[config.mk]
export PLATFORM = sky130hd
export DESIGN_NAME = decode_buffer
export DESIGN_NICKNAME = d
export VERILOG_FILES = /design/src/rtl/decode_buffer.sv
export SDC_FILE = /design/constraint.sdc
export NUM_CORES = 1
export LEC_CHECK = 0
export BUFFER_PORTS_ARGS = -buffer_cell sky130_fd_sc_hd__buf_2
export CAP_MARGIN = 20
export CORE_UTILIZATION = 50
export DETAILED_ROUTE_END_ITERATION = 12
export PLACE_DENSITY = 0.81
export SKIP_LAST_GASP = 1
export SYNTH_ARGS = -nofsm -noshare
export SYNTH_HDL_FRONTEND = slang
export SYNTH_SLANG_ARGS = --single-unit
[constraint.sdc]
create_clock -name clk -period 5.69 [get_ports clk]
set_input_delay 0.2845 -clock clk [delete_from_list [all_inputs] [get_ports clk]]
set_output_delay 0.2845 -clock clk [all_outputs]
set_load 0.02 [all_outputs]
[src/rtl/decode_buffer.sv]
// decode_buffer
// Circular queue between fetch and execute. Each pushed instruction is
// decoded on the way in, and the decoded control bits are stored with it.
//
// Parameters
//   DEPTH  number of queue entries (power of two, at least 2)
//   AW     log2(DEPTH), the pointer width
//
// Ports
//   clk, rst            rising-edge clock, asynchronous active-high reset
//   flush               synchronous clear of the whole queue
//   in_valid/in_ready   fetch-side handshake (in_ready = not full)
//   in_instr, in_pc     instruction word and its address
//   out_valid/out_ready execute-side handshake (out_valid = not empty)
//   out_instr, out_pc   head entry fields
//   out_ctrl            {regwrite,regdst,alusrc,branch,memtoreg,jump,jal,jr,bal,hilo,memen}
//   out_cp0_wen         head entry is MTC0
//   out_invalid         head entry is a reserved instruction
//   count               number of occupied entries, 0..DEPTH
module decode_buffer #(
    parameter int DEPTH = 4,
    parameter int AW    = 2
) (
    input  logic          clk,
    input  logic          rst,
    input  logic          flush,
    input  logic          in_valid,
    output logic          in_ready,
    input  logic [31:0]   in_instr,
    input  logic [31:0]   in_pc,
    output logic          out_valid,
    input  logic          out_ready,
    output logic [31:0]   out_instr,
    output logic [31:0]   out_pc,
    output logic [10:0]   out_ctrl,
    output logic          out_cp0_wen,
    output logic          out_invalid,
    output logic [AW:0]   count
);

    localparam logic [AW:0]   FULL_COUNT = (AW + 1)'(DEPTH);
    localparam logic [AW:0]   COUNT_ONE  = (AW + 1)'(1);
    localparam logic [AW-1:0] PTR_ONE    = AW'(1);

    logic [AW-1:0] wr_ptr;
    logic [AW-1:0] rd_ptr;
    logic          push;
    logic          pop;

    logic [31:0] mem_instr   [DEPTH];
    logic [31:0] mem_pc      [DEPTH];
    logic [10:0] mem_ctrl    [DEPTH];
    logic        mem_cp0_wen [DEPTH];
    logic        mem_invalid [DEPTH];

    logic [5:0]  op;
    logic [4:0]  rs;
    logic [4:0]  rt;
    logic [5:0]  funct;
    logic [10:0] dec_ctrl;
    logic        dec_cp0_wen;
    logic        dec_invalid;

    assign op    = in_instr[31:26];
    assign rs    = in_instr[25:21];
    assign rt    = in_instr[20:16];
    assign funct = in_instr[5:0];

    // Full blocks pushes even when the head is leaving this cycle, so a
    // full queue never accepts a pass-through entry.
    assign in_ready  = (count != FULL_COUNT);
    assign out_valid = (count != '0);
    assign push      = in_valid & in_ready;
    assign pop       = out_valid & out_ready;

    // Instruction decode. Anything not recognised is flagged invalid and
    // carries an all-zero control vector so it can never write state.
    always_comb begin
        dec_ctrl    = '0;
        dec_cp0_wen = 1'b0;
        dec_invalid = 1'b0;
        case (op)
            6'h08, 6'h09, 6'h0A, 6'h0B,
            6'h0C, 6'h0D, 6'h0E, 6'h0F: dec_ctrl = 11'b10100000000;
            6'h20, 6'h21, 6'h23,
            6'h24, 6'h25:               dec_ctrl = 11'b10101000001;
            6'h28, 6'h29, 6'h2B:        dec_ctrl = 11'b00100000001;
            6'h02:                      dec_ctrl = 11'b00000100000;
            6'h03:                      dec_ctrl = 11'b10000010000;
            6'h04, 6'h05, 6'h06, 6'h07: dec_ctrl = 11'b00010000000;
            6'h01: begin
                case (rt)
                    5'h00, 5'h01: dec_ctrl = 11'b00010000000;
                    5'h10, 5'h11: dec_ctrl = 11'b10010000100;
                    default:      dec_invalid = 1'b1;
                endcase
            end
            6'h10: begin
                case (rs)
                    5'h04:   dec_cp0_wen = 1'b1;
                    5'h00:   dec_ctrl = 11'b10001000000;
                    5'h10:   dec_ctrl = '0;
                    default: dec_invalid = 1'b1;
                endcase
            end
            6'h00: begin
                case (funct)
                    6'h0C, 6'h0D:          dec_ctrl = '0;
                    6'h11, 6'h13, 6'h18,
                    6'h19, 6'h1A, 6'h1B:   dec_ctrl = 11'b00000000010;
                    6'h08:                 dec_ctrl = 11'b00000101000;
                    6'h09:                 dec_ctrl = 11'b11000001000;
                    6'h10, 6'h12, 6'h20, 6'h21, 6'h22, 6'h23,
                    6'h2A, 6'h2B, 6'h24, 6'h25, 6'h26, 6'h27,
                    6'h00, 6'h02, 6'h03, 6'h04, 6'h06, 6'h07:
                                           dec_ctrl = 11'b11000000000;
                    default:               dec_invalid = 1'b1;
                endcase
            end
            default: dec_invalid = 1'b1;
        endcase
    end

    // Pointer and occupancy bookkeeping. Flush wins over any handshake in
    // the same cycle. Pointers are exactly AW bits wide, so incrementing
    // past DEPTH-1 wraps to 0 on its own.
    always_ff @(posedge clk or posedge rst) begin
        if (rst) begin
            wr_ptr <= '0;
            rd_ptr <= '0;
            count  <= '0;
        end else if (flush) begin
            wr_ptr <= '0;
            rd_ptr <= '0;
            count  <= '0;
        end else begin
            if (push) wr_ptr <= wr_ptr + PTR_ONE;
            if (pop)  rd_ptr <= rd_ptr + PTR_ONE;
            case ({push, pop})
                2'b10:   count <= count + COUNT_ONE;
                2'b01:   count <= count - COUNT_ONE;
                default: count <= count;
            endcase
        end
    end

    // Payload storage. It is not reset because only the pointers decide
    // which slots are live, and an entry is written once and then left alone
    // until it is popped.
    always_ff @(posedge clk) begin
        if (push && !flush) begin
            mem_instr[wr_ptr]   <= in_instr;
            mem_pc[wr_ptr]      <= in_pc;
            mem_ctrl[wr_ptr]    <= dec_ctrl;
            mem_cp0_wen[wr_ptr] <= dec_cp0_wen;
            mem_invalid[wr_ptr] <= dec_invalid;
        end
    end

    // The head is read straight from storage. When the queue is empty these
    // show stale contents and only out_valid says whether they mean anything.
    assign out_instr   = mem_instr[rd_ptr];
    assign out_pc      = mem_pc[rd_ptr];
    assign out_ctrl    = mem_ctrl[rd_ptr];
    assign out_cp0_wen = mem_cp0_wen[rd_ptr];
    assign out_invalid = mem_invalid[rd_ptr];

endmodule
==> results_dict.tcl, run 1 <==
set metrics [dict create \
    post-route-util_pct 62.36 \
    grt_pass1_wl_mm 34.11 \
    required_ps 5410 \
    die_w_microns 156.3 \
    synth_cell_type_count 45 \
    reg2reg_depth 5 \
    clockBufferDepth 3 \
    irDropWorstVdd_uv 320.6 \
    portBuffers 150 \
    track_usage_pct 18.58 \
    num_rows 56 \
    antenna_found_initial 0 \
    io_pins 151 \
    min_path_type "in2reg" \
    final-setup-viol-count 0 \
    drt_first_pass_iters 5 \
    final_cell_mix "308 x edfxtp_1, 150 x buf_2, 77 x mux4_2" \
    crit_path_max_fanout 45 \
    routed_wl_mm 22.37 \
    ys_ff_latch 315 \
    crit_type "reg2out" \
    diodes 0 \
    holdPathStages 1 \
    dp_slack_ps 2791 \
    fin_skew_ps 13.13 \
    ant_nets 0 \
    drt_iter0_markers 525 \
    yosys_warnings 0 \
    regToRegEndpoint "mem_pc[0][7]" \
    overflow 0 \
    min_from "in_instr[23]" \
    start_util_pct 50.90 \
    cts_setup_buffers 0 \
    synth.cell_area_sq_um 11910 \
    finalNetCount 801 \
    grt_max_degree 79 \
    yosysSeqAreaShare_pct 79.12 \
    async_flop_share_pct 2.222 \
    clk_pin_slew_ps 60 \
    cts-hold-fix-buffers 52 \
    drive_gt1_share_pct 38.22 \
    worst_slew_pin_slew_ps 830.4 \
    fillerInstances 1620 \
    gp_congestion 0.8004 \
    clock-sinks 315 \
    cts_buffers 30 \
    rsz0062_at_grt "no" \
    die_y_microns 156.3 \
    leakage_uw 0.004942 \
    wl_per_cell_microns 20.91 \
    drv_cap 0 \
    clkLatencyLatePin_ps 540 \
    h-tree-depth 1 \
    areaGrowthSynthToFinish_pct 22.52 \
    cts_tree "built" \
    place_hpwl_mm 13.14 \
    arrival_ps 2760 \
    start_kind "flop" \
    finalCritPeriodShare_pct 53.54 \
    hold_violations 0 \
    outcome "complete, no violations" \
    syn_inst 509 \
    postSynthNetCount 583 \
    syn_avg_cell_area_sq_um 23.40 \
    period_needed_ps 3047 \
    r2r_slack_ps 2900 \
    worstHoldEndpoint "mem_instr[2][23]" \
    layout_setup_ws_ps 2643 \
    post_cts_resized 0 \
    fin_setup_tns_ps 0 \
    grt_pass1_vias 6279 \
    core-area_sq_um 23400 \
    cts-root-buf "clkbuf_16" \
    synth_ff_type "edfxtp_1" \
    num_vias 5922 \
    die_area_sq_um 24440 \
    fmaxAchievable_ghz 0.3282 \
    slew_viol_final 0 \
    slew_headroom_pct 43.86 \
    final_common_cell "edfxtp_1" \
    synth_edf_count 308 \
    end_kind "output pin" \
    p_total_uw 5942 \
    via_per_inst 5.535 \
    drc 0 \
    power.density_nw_per_um2 407.2 \
    r2r_start "count[2]" \
]
metal layers:
metal	GRT usage (%)	routed length, microns	part of all wire [%]
met1	24.28	8989	40
met4	5.135	406	1.8
met5	0	0	0
met2	31.57	11370	51
met3	4.099	1607	7.2
power breakdown:
part	internal, uW	total [uW]	switching [uW]
logic	531	1240	707
clock network	1130	1920	792
registers	2720	2780	67.1
total	4380	5940	1570
worst max-delay path: stages, from the launching register on:
cell and delay [ps]:
dfrtp_4 530, buf_16 330, buf_4 520, mux4_2 590, buf_2 180
registers in the layout (all words and copies together) (netlist names):
register,count
wr_ptr,2
rd_ptr,2
count,3
mem_instr,128
mem_ctrl,44
mem_cp0_wen,4
mem_invalid,4
mem_pc,128
how the worst max path moves through the flow:
stage / startpoint / end / slack [ps] / cells past startpoint
after floorplan: count[0] / mem_cp0_wen[0] / 2250 / 5
after global placement: rd_ptr[0] / out_invalid / 2840 / 3
after detailed placement: rd_ptr[0] / out_instr[20] / 2790 / 3
after CTS: rd_ptr[0] / out_instr[20] / 2190 / 3
after global routing: rd_ptr[0] / out_instr[22] / 2440 / 4
final: rd_ptr[0] / out_instr[22] / 2640 / 4
cell type report:
type	count	area [sq um]	area share, %
repair buffers	209	1404	9.619
flip-flops and latches	315	9432	64.63
inverters	5	18.77	0.1286
multi-input cells	166	2377	16.29
well taps	319	399.1	2.735
clock buffers	37	798.3	5.470
clock inverters	19	165.2	1.132
synth_stat cells (all sizes together), types with 2 or more instances:
cell type,n,area [sq um]
a2111o,2,22.52
a211o,2,17.52
nor4,4,25.02
nor3,4,20.02
nor2b,2,12.51
xor2,2,17.52
nor4b,3,26.28
dfrtp,7,175.2
inv,5,18.77
and2,4,25.02
o21bai,2,15.01
or2,2,12.52
mux4,77,1734
ha,4,50.05
nand2b,7,43.79
and3,2,12.51
nand2,4,15.01
nand3,4,20.02
a21oi,6,41.29
a21o,4,30.03
buf,12,60.06
o21ai,2,10.01
clkbuf,11,41.29
nor2,10,37.54
edfxtp,308,9249
or3,3,18.77
or3b,2,17.52
metrics by stage:
stage / area, sq um / hold WS (ps) / cells
after floorplan: 11910 / 87.90 / 509
after global placement: 13000 / 221.4 / 958
after detailed placement: 13060 / 238.6 / 960
after CTS: 14540 / 9.108 / 1068
after global routing: 14590 / 18.00 / 1070
final: 14590 / 31.17 / 1070
logic make-up (layout without fill, tap and decap cells):
logic type / after synthesis / after routing / synth area share [%]
AOI/OAI and AO/OA: 26 / 26 / 1.775
xor gates and xnor gates: 3 / 3 / 0.2206
adders and majority gates: 5 / 5 / 0.5883
buffers and inverters: 28 / 270 / 1.008
DFF: 315 / 315 / 79.12
muxes: 79 / 79 / 14.74
and+or+nand+nor: 53 / 53 / 2.553
(Power assumes the default switching activity.)
==> run 2, diff against run 1 <==
- clock period: 5.69 -> 2.95 ns (I/O delays scaled with it)
==> run 2 against run 1 <==
  * Via count up 0.74%
  * Non-clock buffer count up 19
  * Critical path depth down 1
  * Sequential share of layout area down 0.89 points
  * Register-to-register slack worse by 2200 ps
  * Wire length down 0.11%
  * Worst hold slack better by 52 ps
  * Cell area up 1.4%
  * Clock power up 94%
  * First-iteration DRC count down 11%
==> results_dict.tcl, run 2 (same netlist as run 1, synthesis figures left out) <==
set metrics [dict create \
    clk_pin_slew_ps 70 \
    irDropWorstVdd_uv 583.0 \
    ant_nets 0 \
    die_area_sq_um 24440 \
    wl_per_cell_microns 20.52 \
    areaGrowthSynthToFinish_pct 24.22 \
    worst_slew_pin_slew_ps 828.9 \
    fin_skew_ps 23.63 \
    overflow 0 \
    required_ps 2800 \
    final_common_cell "edfxtp_1" \
    cts-root-buf "clkbuf_16" \
    power.density_nw_per_um2 780.1 \
    core-area_sq_um 23400 \
    end_kind "output pin" \
    via_per_inst 5.478 \
    portBuffers 150 \
    slew_viol_final 0 \
    grt_util_met3_pct 2.963 \
    place_area_sq_um 13140 \
    drc 0 \
    track_usage_pct 18.54 \
    routed_wl_mm 22.35 \
    leakage_uw 0.005024 \
    slowest_stage "dfrtp_4" \
    io_pins 151 \
    reg2reg_depth 5 \
    grt_max_degree 78 \
    crit_type "reg2out" \
    drv_cap 0 \
    clock-sinks 315 \
    fin_area_sq_um 14800 \
    antenna_found_initial 0 \
    path_cells "buf_12, mux4_2, buf_2" \
    die_w_microns 156.3 \
    drive_gt1_share_pct 37.92 \
    diodes 0 \
    grt_use_met1_pct 25.05 \
    start_util_pct 50.90 \
    finalNetCount 820 \
    start_kind "flop" \
    crit_path_max_fanout 30 \
    arrival_ps 2390 \
    outcome "complete, no violations" \
    clockBufferDepth 3 \
    die_y_microns 156.3 \
    slew_headroom_pct 44.02 \
    cts_tree "built" \
    grt_pass1_vias 6198 \
    fmaxAchievable_ghz 0.3943 \
    rsz0062_at_grt "no" \
    hold_violations 0 \
    met2_usage_pct 31.57 \
    finalCritPeriodShare_pct 85.96 \
    drt_first_pass_iters 5 \
    place_hpwl_mm 13.33 \
    num_rows 56 \
    post-route-util_pct 63.23 \
    drt_iter0_markers 466 \
    final-setup-viol-count 0 \
    num_vias 5966 \
    cts_buffers 30 \
    h-tree-depth 1 \
    grt_pass1_wl_mm 34.22 \
    largest_registers "mem_instr x128, mem_pc x128, mem_ctrl x44" \
    period_needed_ps 2536 \
    gp_congestion 0.7656 \
    p_total_uw 11540 \
    fin_setup_tns_ps 0 \
    final_cell_mix "308 x edfxtp_1, 150 x buf_2, 77 x mux4_2" \
    min_path_type "in2async" \
    slowest_delay_ps 750 \
    whs_ps 82.81 \
    busiest_layer "met2" \
    clkLatencyLatePin_ps 540 \
]
run 2: path summary, 6_finish.rpt:
check,startpoint,end,slack [ps]
worst max-delay path,rd_ptr[0],out_ctrl[3],410
worst min-delay path,rst,wr_ptr[1],80
worst max register to register,count[2],mem_instr[1][26],660
worst min register to register,wr_ptr[1],wr_ptr[1],600
max in group asynchronous,rst,rd_ptr[1],2600
min in group clk,in_pc[3],mem_pc[3][3],370
run 2: final cells by class:
class                      instances  area, sq um
tap                              319        399.1
multi-input combinational        166         2377
inverter                           5        18.77
clock buffer                      34        787.0
sequential                       315         9432
fill                            1567         8606
timing repair buffer             228         1594
clock inverter                    22        188.9
run 2: metal layers:
metal  wire, microns  up-vias
met2           11470      218
met3            1243       32
li1                -     2640
met1            9233     3076
met4             403        0
met5               0        -
run 2: timing repair:
item                                   4_1_cts  5_1_grt
buffers inserted                             0        0
resized for setup                            0        0
hold buffers                                68        0
endpoints found under the hold margin      267        0
run 2: power by group:
part | total (uW) | switching [uW] | internal [uW]
combinational | 2390 | 1330 | 1060
clock | 3730 | 1560 | 2180
sequential | 5420 | 187 | 5240
total | 11500 | 3070 | 8470
run 2: worst max-delay path: cells and delay by family, from the launching register on:
kind                   cells  cell delay [ps]
DFF                        1              750
buffers and inverters      2              510
muxes                      1              580
run 2: stage by stage:
step | cells | setup WS, ps
3_5_place_dp | 965 | 663.6
5_1_grt | 1089 | 256.8
4_1_cts | 1089 | 331.7
3_3_place_gp | 965 | 766.9
2_1_floorplan | 509 | 360.2
6_report | 1089 | 414.2
